[src/rtl/seq_slice_adder16_if.sv]
// Handshake and operand/result bundle for the nibble-serial add/subtract unit.
// The master drives operands and out_ready; the slave drives results and in_ready.
interface seq_slice_adder16_if #(
   parameter int WIDTH = 16
);
   logic             in_valid;
   logic             in_ready;
   logic [WIDTH-1:0] A;
   logic [WIDTH-1:0] B;
   logic             Cin;
   logic             op_sub;
   logic             out_valid;
   logic             out_ready;
   logic [WIDTH-1:0] S;
   logic             Cout;
   logic             Ofl;

   modport master (
      output in_valid, A, B, Cin, op_sub, out_ready,
      input  in_ready, out_valid, S, Cout, Ofl
   );

   modport slave (
      input  in_valid, A, B, Cin, op_sub, out_ready,
      output in_ready, out_valid, S, Cout, Ofl
   );
endinterface

[src/rtl/seq_slice_adder16.sv]
// Multi-cycle add/subtract: one shared 4-bit adder slice walks the operands
// LS nibble first, carrying between slices in a register.

module fulladder4 (
   input  logic [3:0] a,
   input  logic [3:0] b,
   input  logic       ci,
   output logic [3:0] s,
   output logic       co
);
   assign {co, s} = {1'b0, a} + {1'b0, b} + {4'b0000, ci};
endmodule

// state | meaning
// IDLE  | waiting for operands, in_ready=1
// BUSY  | one slice per cycle, idx = nibble being added
// DONE  | result held with out_valid=1 until out_ready
module seq_slice_adder16 #(
   parameter int WIDTH = 16
) (
   input logic               clk,
   input logic               rst_n,
   seq_slice_adder16_if.slave bus
);
   localparam int NSLICE = WIDTH / 4;
   localparam int IW     = (NSLICE > 1) ? $clog2(NSLICE) : 1;
   localparam logic [IW-1:0] LAST = IW'(NSLICE - 1);

   localparam logic [1:0] IDLE = 2'd0;
   localparam logic [1:0] BUSY = 2'd1;
   localparam logic [1:0] DONE = 2'd2;

   logic [1:0]       state;
   logic [WIDTH-1:0] a_r;
   logic [WIDTH-1:0] b_r;
   logic [WIDTH-1:0] s_r;
   logic             carry;
   logic             cout_r;
   logic             ofl_r;
   logic [IW-1:0]    idx;

   logic             in_ready;
   logic             accept;
   logic [3:0]       a_nib;
   logic [3:0]       b_nib;
   logic [3:0]       sl_s;
   logic             sl_co;
   logic             sl_ofl;

   // in_ready depends on out_ready only, so a consumer release and a new
   // accept can share one cycle without a combinational loop through in_valid.
   assign in_ready = (state == IDLE) | ((state == DONE) & bus.out_ready);
   assign accept   = bus.in_valid & in_ready;

   assign a_nib = a_r[4*idx +: 4];
   assign b_nib = b_r[4*idx +: 4];

   fulladder4 u_slice (
      .a  (a_nib),
      .b  (b_nib),
      .ci (carry),
      .s  (sl_s),
      .co (sl_co)
   );

   // Only meaningful on the MS nibble, where bit 3 is the sign bit.
   assign sl_ofl = (a_nib[3] == b_nib[3]) & (sl_s[3] != a_nib[3]);

   always_ff @(posedge clk or negedge rst_n) begin
      if (!rst_n) begin
         state  <= IDLE;
         a_r    <= '0;
         b_r    <= '0;
         s_r    <= '0;
         carry  <= 1'b0;
         cout_r <= 1'b0;
         ofl_r  <= 1'b0;
         idx    <= '0;
      end else begin
         case (state)
            IDLE, DONE: begin
               if (accept) begin
                  a_r   <= bus.A;
                  b_r   <= bus.B ^ {WIDTH{bus.op_sub}};
                  carry <= bus.op_sub ? 1'b1 : bus.Cin;
                  idx   <= '0;
                  state <= BUSY;
               end else if (state == DONE && bus.out_ready) begin
                  state <= IDLE;
               end
            end
            BUSY: begin
               s_r[4*idx +: 4] <= sl_s;
               carry           <= sl_co;
               if (idx == LAST) begin
                  cout_r <= sl_co;
                  ofl_r  <= sl_ofl;
                  idx    <= '0;
                  state  <= DONE;
               end else begin
                  idx <= idx + 1'b1;
               end
            end
            default: state <= IDLE;
         endcase
      end
   end

   assign bus.in_ready  = in_ready;
   assign bus.out_valid = (state == DONE);
   assign bus.S         = s_r;
   assign bus.Cout      = cout_r;
   assign bus.Ofl       = ofl_r;
endmodule

[src/flat_wrapper.sv]
// flat-port wrapper written by rule: the top's interface ports become plain ports
module seq_slice_adder16_flat 
#(
   parameter int WIDTH = 16
)
  (clk, rst_n, bus_in_valid, bus_A, bus_B, bus_Cin, bus_op_sub, bus_out_ready, bus_in_ready, bus_out_valid, bus_S, bus_Cout, bus_Ofl);
  seq_slice_adder16_if #(.WIDTH(WIDTH)) bus_i ();
  input logic clk;
  input logic rst_n;
  input wire logic [$bits(bus_i.in_valid)-1:0] bus_in_valid;
  input wire logic [$bits(bus_i.A)-1:0] bus_A;
  input wire logic [$bits(bus_i.B)-1:0] bus_B;
  input wire logic [$bits(bus_i.Cin)-1:0] bus_Cin;
  input wire logic [$bits(bus_i.op_sub)-1:0] bus_op_sub;
  input wire logic [$bits(bus_i.out_ready)-1:0] bus_out_ready;
  output wire logic [$bits(bus_i.in_ready)-1:0] bus_in_ready;
  output wire logic [$bits(bus_i.out_valid)-1:0] bus_out_valid;
  output wire logic [$bits(bus_i.S)-1:0] bus_S;
  output wire logic [$bits(bus_i.Cout)-1:0] bus_Cout;
  output wire logic [$bits(bus_i.Ofl)-1:0] bus_Ofl;
  assign bus_i.in_valid = bus_in_valid;
  assign bus_i.A = bus_A;
  assign bus_i.B = bus_B;
  assign bus_i.Cin = bus_Cin;
  assign bus_i.op_sub = bus_op_sub;
  assign bus_i.out_ready = bus_out_ready;
  assign bus_in_ready = bus_i.in_ready;
  assign bus_out_valid = bus_i.out_valid;
  assign bus_S = bus_i.S;
  assign bus_Cout = bus_i.Cout;
  assign bus_Ofl = bus_i.Ofl;
  seq_slice_adder16 #(.WIDTH(WIDTH)) u_core (.clk(clk), .rst_n(rst_n), .bus(bus_i));
endmodule
[config.mk]
export PLATFORM = sky130hd
export DESIGN_NAME = seq_slice_adder16_flat
export DESIGN_NICKNAME = d
export VERILOG_FILES = /design/src/rtl/seq_slice_adder16_if.sv /design/src/rtl/seq_slice_adder16.sv /design/src/flat_wrapper.sv
export SDC_FILE = /design/constraint.sdc
export NUM_CORES = 1
export LEC_CHECK = 0
export ABC_AREA = 1
export BUFFER_PORTS_ARGS = -buffer_cell sky130_fd_sc_hd__buf_2
export CAP_MARGIN = 20
export CELL_PAD_IN_SITES_DETAIL_PLACEMENT = 1
export CELL_PAD_IN_SITES_GLOBAL_PLACEMENT = 2
export CORE_MARGIN = 2
export CORE_UTILIZATION = 35
export DETAILED_ROUTE_END_ITERATION = 16
export PLACE_DENSITY_LB_ADDON = 0.08
export RECOVER_POWER = 25
export SLEW_MARGIN = 20
export SYNTH_ARGS = -nofsm -noshare
export SYNTH_HDL_FRONTEND = slang
export SYNTH_SLANG_ARGS = --single-unit
[constraint.sdc]
create_clock -name clk -period 4.4 [get_ports clk]
set_input_delay 0.88 -clock clk [delete_from_list [all_inputs] [get_ports clk]]
set_output_delay 0.88 -clock clk [all_outputs]
set_load 0.02 [all_outputs]
==> metrics.md, run 1 <==
| Metric | Value |
|---|---|
| Routed WL per cell | `14.1 um` |
| Netlist cell types | `29` |
| Final Max Tran Viols | `0` |
| Final clock skew | `a little under 0.008 ns` |
| Clock latency on the worst-skew pair | `0.31 ns` |
| Max clock buf depth | `2` |
| Status | `completed` |
| Max FO, Critical Path | `12` |
| Share of cells above drive strength 1 | `22.8%` |
| CTS root buffer | `clkbuf_8` |
| CP arrival | `2.78 ns` |
| Worst-path cell chain | `inv_2 -> o21ai_0 -> o22ai_1 -> fa_1 -> fa_1 -> a21oi_1 -> o21bai_1 -> mux2_4` |
| Post-synthesis register bit count | `between 50 and 60` |
| Ant diodes | `0` |
| Ratio of final minimum period to clock period | `58.6%` |
| Setup CP Type | `flop to flop` |
| Commonest non-fill, non-tap cell in the layout | `nand2_1` |
| Starting density of the core | `a little over a third` |
| Port buffer count | `57` |
| Vias in the first global route | `2272` |
| DR pass1 iterations | `4` |
| Yosys warning total | `0` |
| CP required | `4.60 ns` |
| Minimum clock period | `2.58 ns` |
| Post CTS Setup Buffer Count | `0` |
| Die H | `93.1 um` |
| Global route overflow | `0` |
| Slowest stage delay, CP | `0.62 ns` |
| Gr usage total | `between 10% and 20%` |
| 1st-iter DRT viols | `36` |
| Slew @ Worst Pin | `0.694 ns` |
| Synth Instances | `between 300 and 400` |
| Syn avg cell area | `8.72 sq um` |
| Die Area | `0.00867 sq mm` |
| Row cnt | `32` |
| Die X | `93.1 um` |
| CTS tree | `done` |
| Initial antenna violation count | `0` |
| Leakage power | `0.00164 uW` |
| Most used cell, CP | `fa_1` |
| DP HPWL | `roughly 5000 um` |
| Synth Net Count | `between 300 and 400` |
| Post-CTS Hold Fix Bufs | `0` |
| Final hold vios | `0` |
| Maximum clock frequency | `roughly 390 MHz` |
| Final setup viols | `0` |
| Worst Setup Start Kind | `flop` |
| Seq/Total Area, Yosys | `49.5%` |
| MaxCap Viol Count | `0` |
| CTS sink count | `55` |
| First-pass GRT wire length | `11200 um` |
| Worst setup EP type | `flop` |
| GPL Wtd Cong | `0.781` |
| Post-route ant nets | `0` |
| WL final | `approximately 6700 um` |
| RSZ-0062 raised after global routing | `no` |
| # DRC | `0` |
| Synth area leader | `dfrtp_1` |
| Largest net degree at the start of global routing | `56` |
| Buf/Inv on CP | `1` |
| CTS resizes | `0` |
| WHS | `0.488 ns` |
| CORE AREA | `0.00773 sq mm` |
| Yosys top cell area share | `a little under 50%` |
| Area grow syn2layout | `15.8%` |
| Vias per cell | `roughly 4.8` |
| Synth area leaders | `dfrtp_1 50%, nand2_1 13%, o21ai_0 5.4%` |
| Crit path max-delay family | `adder cells` |
| Peak supply drop | `0.262 mV` |
| Slew headroom | `53.7%` |
| Clock slew seen by the registers of the worst setup and hold paths | `0.10 ns` |
| H-tree depth | `2` |
| Most frequent cells in the layout | `95 x nand2_1, 57 x buf_2, 55 x dfrtp_1, 30 x o21ai_0, 21 x o21ai_1` |
| Cts bufs inserted | `5` |
| Post-synthesis instance area | `approximately 0.0028 sq mm` |
| Slowest CP cell | `dfrtp_1` |
| Worst Hold Class | `flop to flop` |
| Via count | `2260` |
| Fillcell total | `962` |
| Layout net count | `421` |
| Sum Neg Setup Slack | `0 ns` |
| Io pins | `58` |
| Pwr dens | `803 mW/mm^2` |
cell type report:
class / instances / area, sq um / area share (%)
clock buffers: 8 / 100 / 3.11
inverters: 20 / 76.3 / 2.37
well taps: 102 / 128 / 3.97
repair buffers: 59 / 300 / 9.33
multi-input cells: 231 / 1240 / 38.5
flip-flops and latches: 55 / 1380 / 42.8
cell usage after synthesis, drive strengths merged:
library cell / instances
nor2: 23
buf: 12
o22ai: 7
nand3: 11
clkinv: 1
inv: 19
o21ai: 52
fa: 2
dfrtp: 55
o21bai: 1
nand2: 99
nand4: 3
or2: 1
o31ai: 3
ha: 9
xnor2: 17
clkbuf: 1
mux2: 1
a21oi: 2
worst register-to-register path: stages (launching register included):
cell and delay, ns:
dfrtp_1 0.62, inv_2 0.21, o21ai_0 0.12, o22ai_1 0.11, fa_1 0.45, fa_1 0.43, a21oi_1 0.17, o21bai_1 0.10
mux2_4 0.27
report_power, final:
group          internal, uW  leakage, uW  total (uW)  switching (uW)
Combinational           480     0.000884        1400             924
Sequential              725     0.000704         872             147
Clock                   144    0.0000515         307             163
kinds of logic after synthesis:
logic type | Yosys count | share of synthesized area [%]
compound gates | 65 | 12.5
xor+xnor | 17 | 5.36
mux | 1 | 0.540
simple gates | 137 | 20.7
buf+inv | 33 | 5.89
flops | 55 | 49.5
fa+ha+maj | 11 | 5.49
through the flow:
step | power (uW) | setup WS (ns) | utilization [%] | area, sq um | cells
after floorplan | 1880 | 2.01 | - | 2780 | 319
after global placement | 2260 | 1.96 | 40.4 | 3120 | 467
after detailed placement | 2310 | 1.86 | 40.4 | 3120 | 467
after CTS | 2620 | 1.82 | 41.7 | 3220 | 475
after global routing | 2830 | 1.67 | 41.6 | 3220 | 475
final | 2580 | 1.82 | 41.6 | 3220 | 475
flip-flops by register name (all words and copies together), names as in the netlist:
register         cells
u_core.a_r          16
u_core.b_r          16
u_core.bus.Cout      1
u_core.idx           2
u_core.carry         1
u_core.bus.Ofl       1
u_core.state         2
u_core.bus.S        16
path summary, 6_finish.rpt:
kind	start	to	slack (ns)	depth (start not counted)
setup / recovery	u_core.idx[1]	u_core.bus.Cout	1.82	8
hold / removal	u_core.a_r[13]	u_core.a_r[13]	0.49	2
setup reg to reg	u_core.idx[1]	u_core.bus.Cout	1.82	8
hold reg to reg	u_core.a_r[13]	u_core.a_r[13]	0.49	2
max in group asynchronous	rst_n	u_core.a_r[13]	3.24	2
min in group asynchronous	rst_n	u_core.bus.S[12]	0.69	2
layer usage:
layer	share of wire, %	vias up	track usage [%]
li1	-	1138	-
met1	47	1076	21.8
met2	48	41	27.9
met3	3.4	5	3.22
met4	0.90	0	3.31
met5	0	-	0
No activity file was read; power rests on OpenSTA's default activity.
==> inputs of run 2 (changes only) <==
--- a/config.mk
+++ b/config.mk
@@ -11,7 +11,7 @@
 export CELL_PAD_IN_SITES_DETAIL_PLACEMENT = 1
 export CELL_PAD_IN_SITES_GLOBAL_PLACEMENT = 2
 export CORE_MARGIN = 2
-export CORE_UTILIZATION = 35
+export CORE_UTILIZATION = 32
 export DETAILED_ROUTE_END_ITERATION = 16
 export PLACE_DENSITY_LB_ADDON = 0.08
 export RECOVER_POWER = 25
==> constraint.sdc (replaced) <==
create_clock -name clk -period 2.7 [get_ports clk]
set_input_delay 0.54 -clock clk [delete_from_list [all_inputs] [get_ports clk]]
set_output_delay 0.54 -clock clk [all_outputs]
set_load 0.02 [all_outputs]
==> run 2 against run 1 <==
Clock skew down 0.0011 ns. Clock-buffer cell count down 2. Final area up 1.2%. Setup slack worse by 1.5 ns. Total power up 66%. Sequential power up 65%. Core utilization down 3.6 points. Register-to-register slack worse by 1.5 ns. Critical endpoint unchanged. Largest cell class unchanged.
==> metrics.md, run 2 (synthesis results as in run 1) <==
| Metric | Value |
|---|---|
| Row cnt | `34` |
| Via count | `2263` |
| Cts bufs inserted | `5` |
| Minimum clock period | `2.41 ns` |
| Clock latency on the worst-skew pair | `0.31 ns` |
| Status | `completed` |
| Fillcell total | `about 1100` |
| Most used cell, CP | `fa_1` |
| Worst Setup Start Kind | `flop` |
| DP HPWL | `around 5300 um` |
| Setup CP Type | `flop to flop` |
| Maximum clock frequency | `between 400 and 500 MHz` |
| Worst Hold Class | `input pin to flop` |
| Final Max Tran Viols | `0` |
| CTS root buffer | `clkbuf_8` |
| Commonest non-fill, non-tap cell in the layout | `nand2_1` |
| Final clock skew | `0.00667 ns` |
| WL final | `6930 um` |
| Post-CTS Hold Fix Bufs | `0` |
| Ant diodes | `0` |
| Die H | `97.2 um` |
| Final setup viols | `0` |
| Final hold vios | `0` |
| Routed WL per cell | `14.3 um` |
| Pwr dens | `1310 mW/mm^2` |
| MaxCap Viol Count | `0` |
| Peak supply drop | `0.328 mV` |
| First-pass GRT wire length | `11900 um` |
| GPL Wtd Cong | `0.778` |
| Global route overflow | `0` |
| CP required | `2.91 ns` |
| Vias in the first global route | `2349` |
| Slowest stage delay, CP | `0.52 ns` |
| Area grow syn2layout | `17.1%` |
| Share of cells above drive strength 1 | `23.4%` |
| # DRC | `0` |
| Clock power share | `12.6%` |
| Slowest CP cell | `dfrtp_1` |
| Sw frac | `between 40 and 50%` |
| WHS | `0.417 ns` |
| Largest net degree at the start of global routing | `39` |
| Die X | `a little under 100 um` |
| Die Area | `0.00945 sq mm` |
| Initial antenna violation count | `0` |
| Worst-path cell chain | `inv_2 -> o21ai_0 -> o22ai_1 -> fa_1 -> fa_1 -> a21oi_1 -> o21bai_1 -> mux2_4` |
| Ratio of final minimum period to clock period | `89.1%` |
| H-tree depth | `2` |
| 1st-iter DRT viols | `41` |
| Gr usage total | `between 10% and 20%` |
| CP arrival | `2.61 ns` |
| RSZ-0062 raised after global routing | `no` |
| Post CTS Setup Buffer Count | `0` |
| Seq pwr share | `33.5%` |
| Combinational share of power | `53.8%` |
| Sum Neg Setup Slack | `0 ns` |
| Slew @ Worst Pin | `1.34 ns` |
| Final Core Density | `38.1%` |
| Most frequent cells in the layout | `94 x nand2_1, 56 x buf_2, 54 x dfrtp_1, 30 x o21ai_0, 21 x o21ai_1` |
| Psw | `2020 uW` |
| Port buffer count | `57` |
| Io pins | `58` |
| CTS sink count | `55` |
| Worst setup EP type | `flop` |
| Starting density of the core | `32.5%` |
| Pint | `2260 uW` |
| Clock slew seen by the registers of the worst setup and hold paths | `0.10 ns` |
| CORE AREA | `0.00855 sq mm` |
| Leakage power | `0.00165 uW` |
| Vias per cell | `4.68` |
| DR pass1 iterations | `4` |
| Layout net count | `between 400 and 500` |
| Max FO, Critical Path | `12` |
| Post-route ant nets | `0` |
| CTS tree | `done` |
| Slew headroom | `a little over a tenth` |
| Max clock buf depth | `2` |
[run 2: cell types whose count changed in the layout (fill, tap and decap cells not counted), sizes merged]
cell	delta
buf	+2
bufinv	+1
[run 2: per-layer routing]
metal / track usage, % / routed length (um) / vias to the layer above
met4: 3.85 / 59 / 0
li1: - / - / 1148
met2: 26.7 / 3380 / 37
met1: 20.5 / 3270 / 1074
met3: 2.73 / 221 / 4
met5: 0 / 0 / -
[run 2: through the flow]
stage | worst slack [ns] | total power (uW) | cells | cell area, sq um
2_1_floorplan | 0.307 | 3070 | 319 | 2780
3_3_place_gp | 0.229 | 3760 | 477 | 3160
3_5_place_dp | 0.187 | 3800 | 477 | 3160
4_1_cts | 0.186 | 4360 | 484 | 3260
5_1_grt | 0.0693 | 4730 | 484 | 3260
6_report | 0.295 | 4280 | 484 | 3260
[run 2: layout make-up]
cell class                 instances  area, sq um  area share (%)
timing repair buffer              63          325            9.99
clock buffer                       6         72.6            2.23
sequential                        55         1380            42.3
multi-input combinational        231         1240            38.1
tap                              108          135            4.15
inverter                          20         76.3            2.34
clock inverter                     1         30.0           0.922
[run 2: repair_timing]
item,4_1_cts,5_1_grt
setup endpoints to repair,0,4
hold endpoints to repair,0,0
resized for setup,0,1
[run 2: final timing paths]
path	from	endpoint	slack, ns	cells past startpoint
max	u_core.idx[1]	u_core.bus.Cout	0.29	8
min	bus_A[3]	u_core.a_r[3]	0.42	3
max reg2reg	u_core.idx[1]	u_core.bus.Cout	0.29	8
min reg2reg	u_core.b_r[8]	u_core.b_r[8]	0.49	2
max in group asynchronous	rst_n	u_core.idx[0]	0.86	2
min in group asynchronous	rst_n	u_core.bus.S[13]	0.50	1
[run 2: worst max-delay path: cells and delay by family (launching register included)]
| kind | cells | cell delay (ns) |
|---|---|---|
| compound gates | 4 | 0.48 |
| fa+ha+maj | 2 | 0.86 |
| mux | 1 | 0.27 |
| flops | 1 | 0.52 |
| buf+inv | 1 | 0.18 |
[run 2: power groups by stage]
| stage | combinational (uW) | sequential, uW | clock [uW] |
|---|---|---|---|
| finish | 2300 | 1440 | 540 |
| CTS | 2350 | 1440 | 565 |
| global route | 2640 | 1490 | 593 |
| floorplan | 1590 | 1480 | 0 |
| detailed placement | 2350 | 1460 | 0 |
| global placement | 2300 | 1460 | 0 |
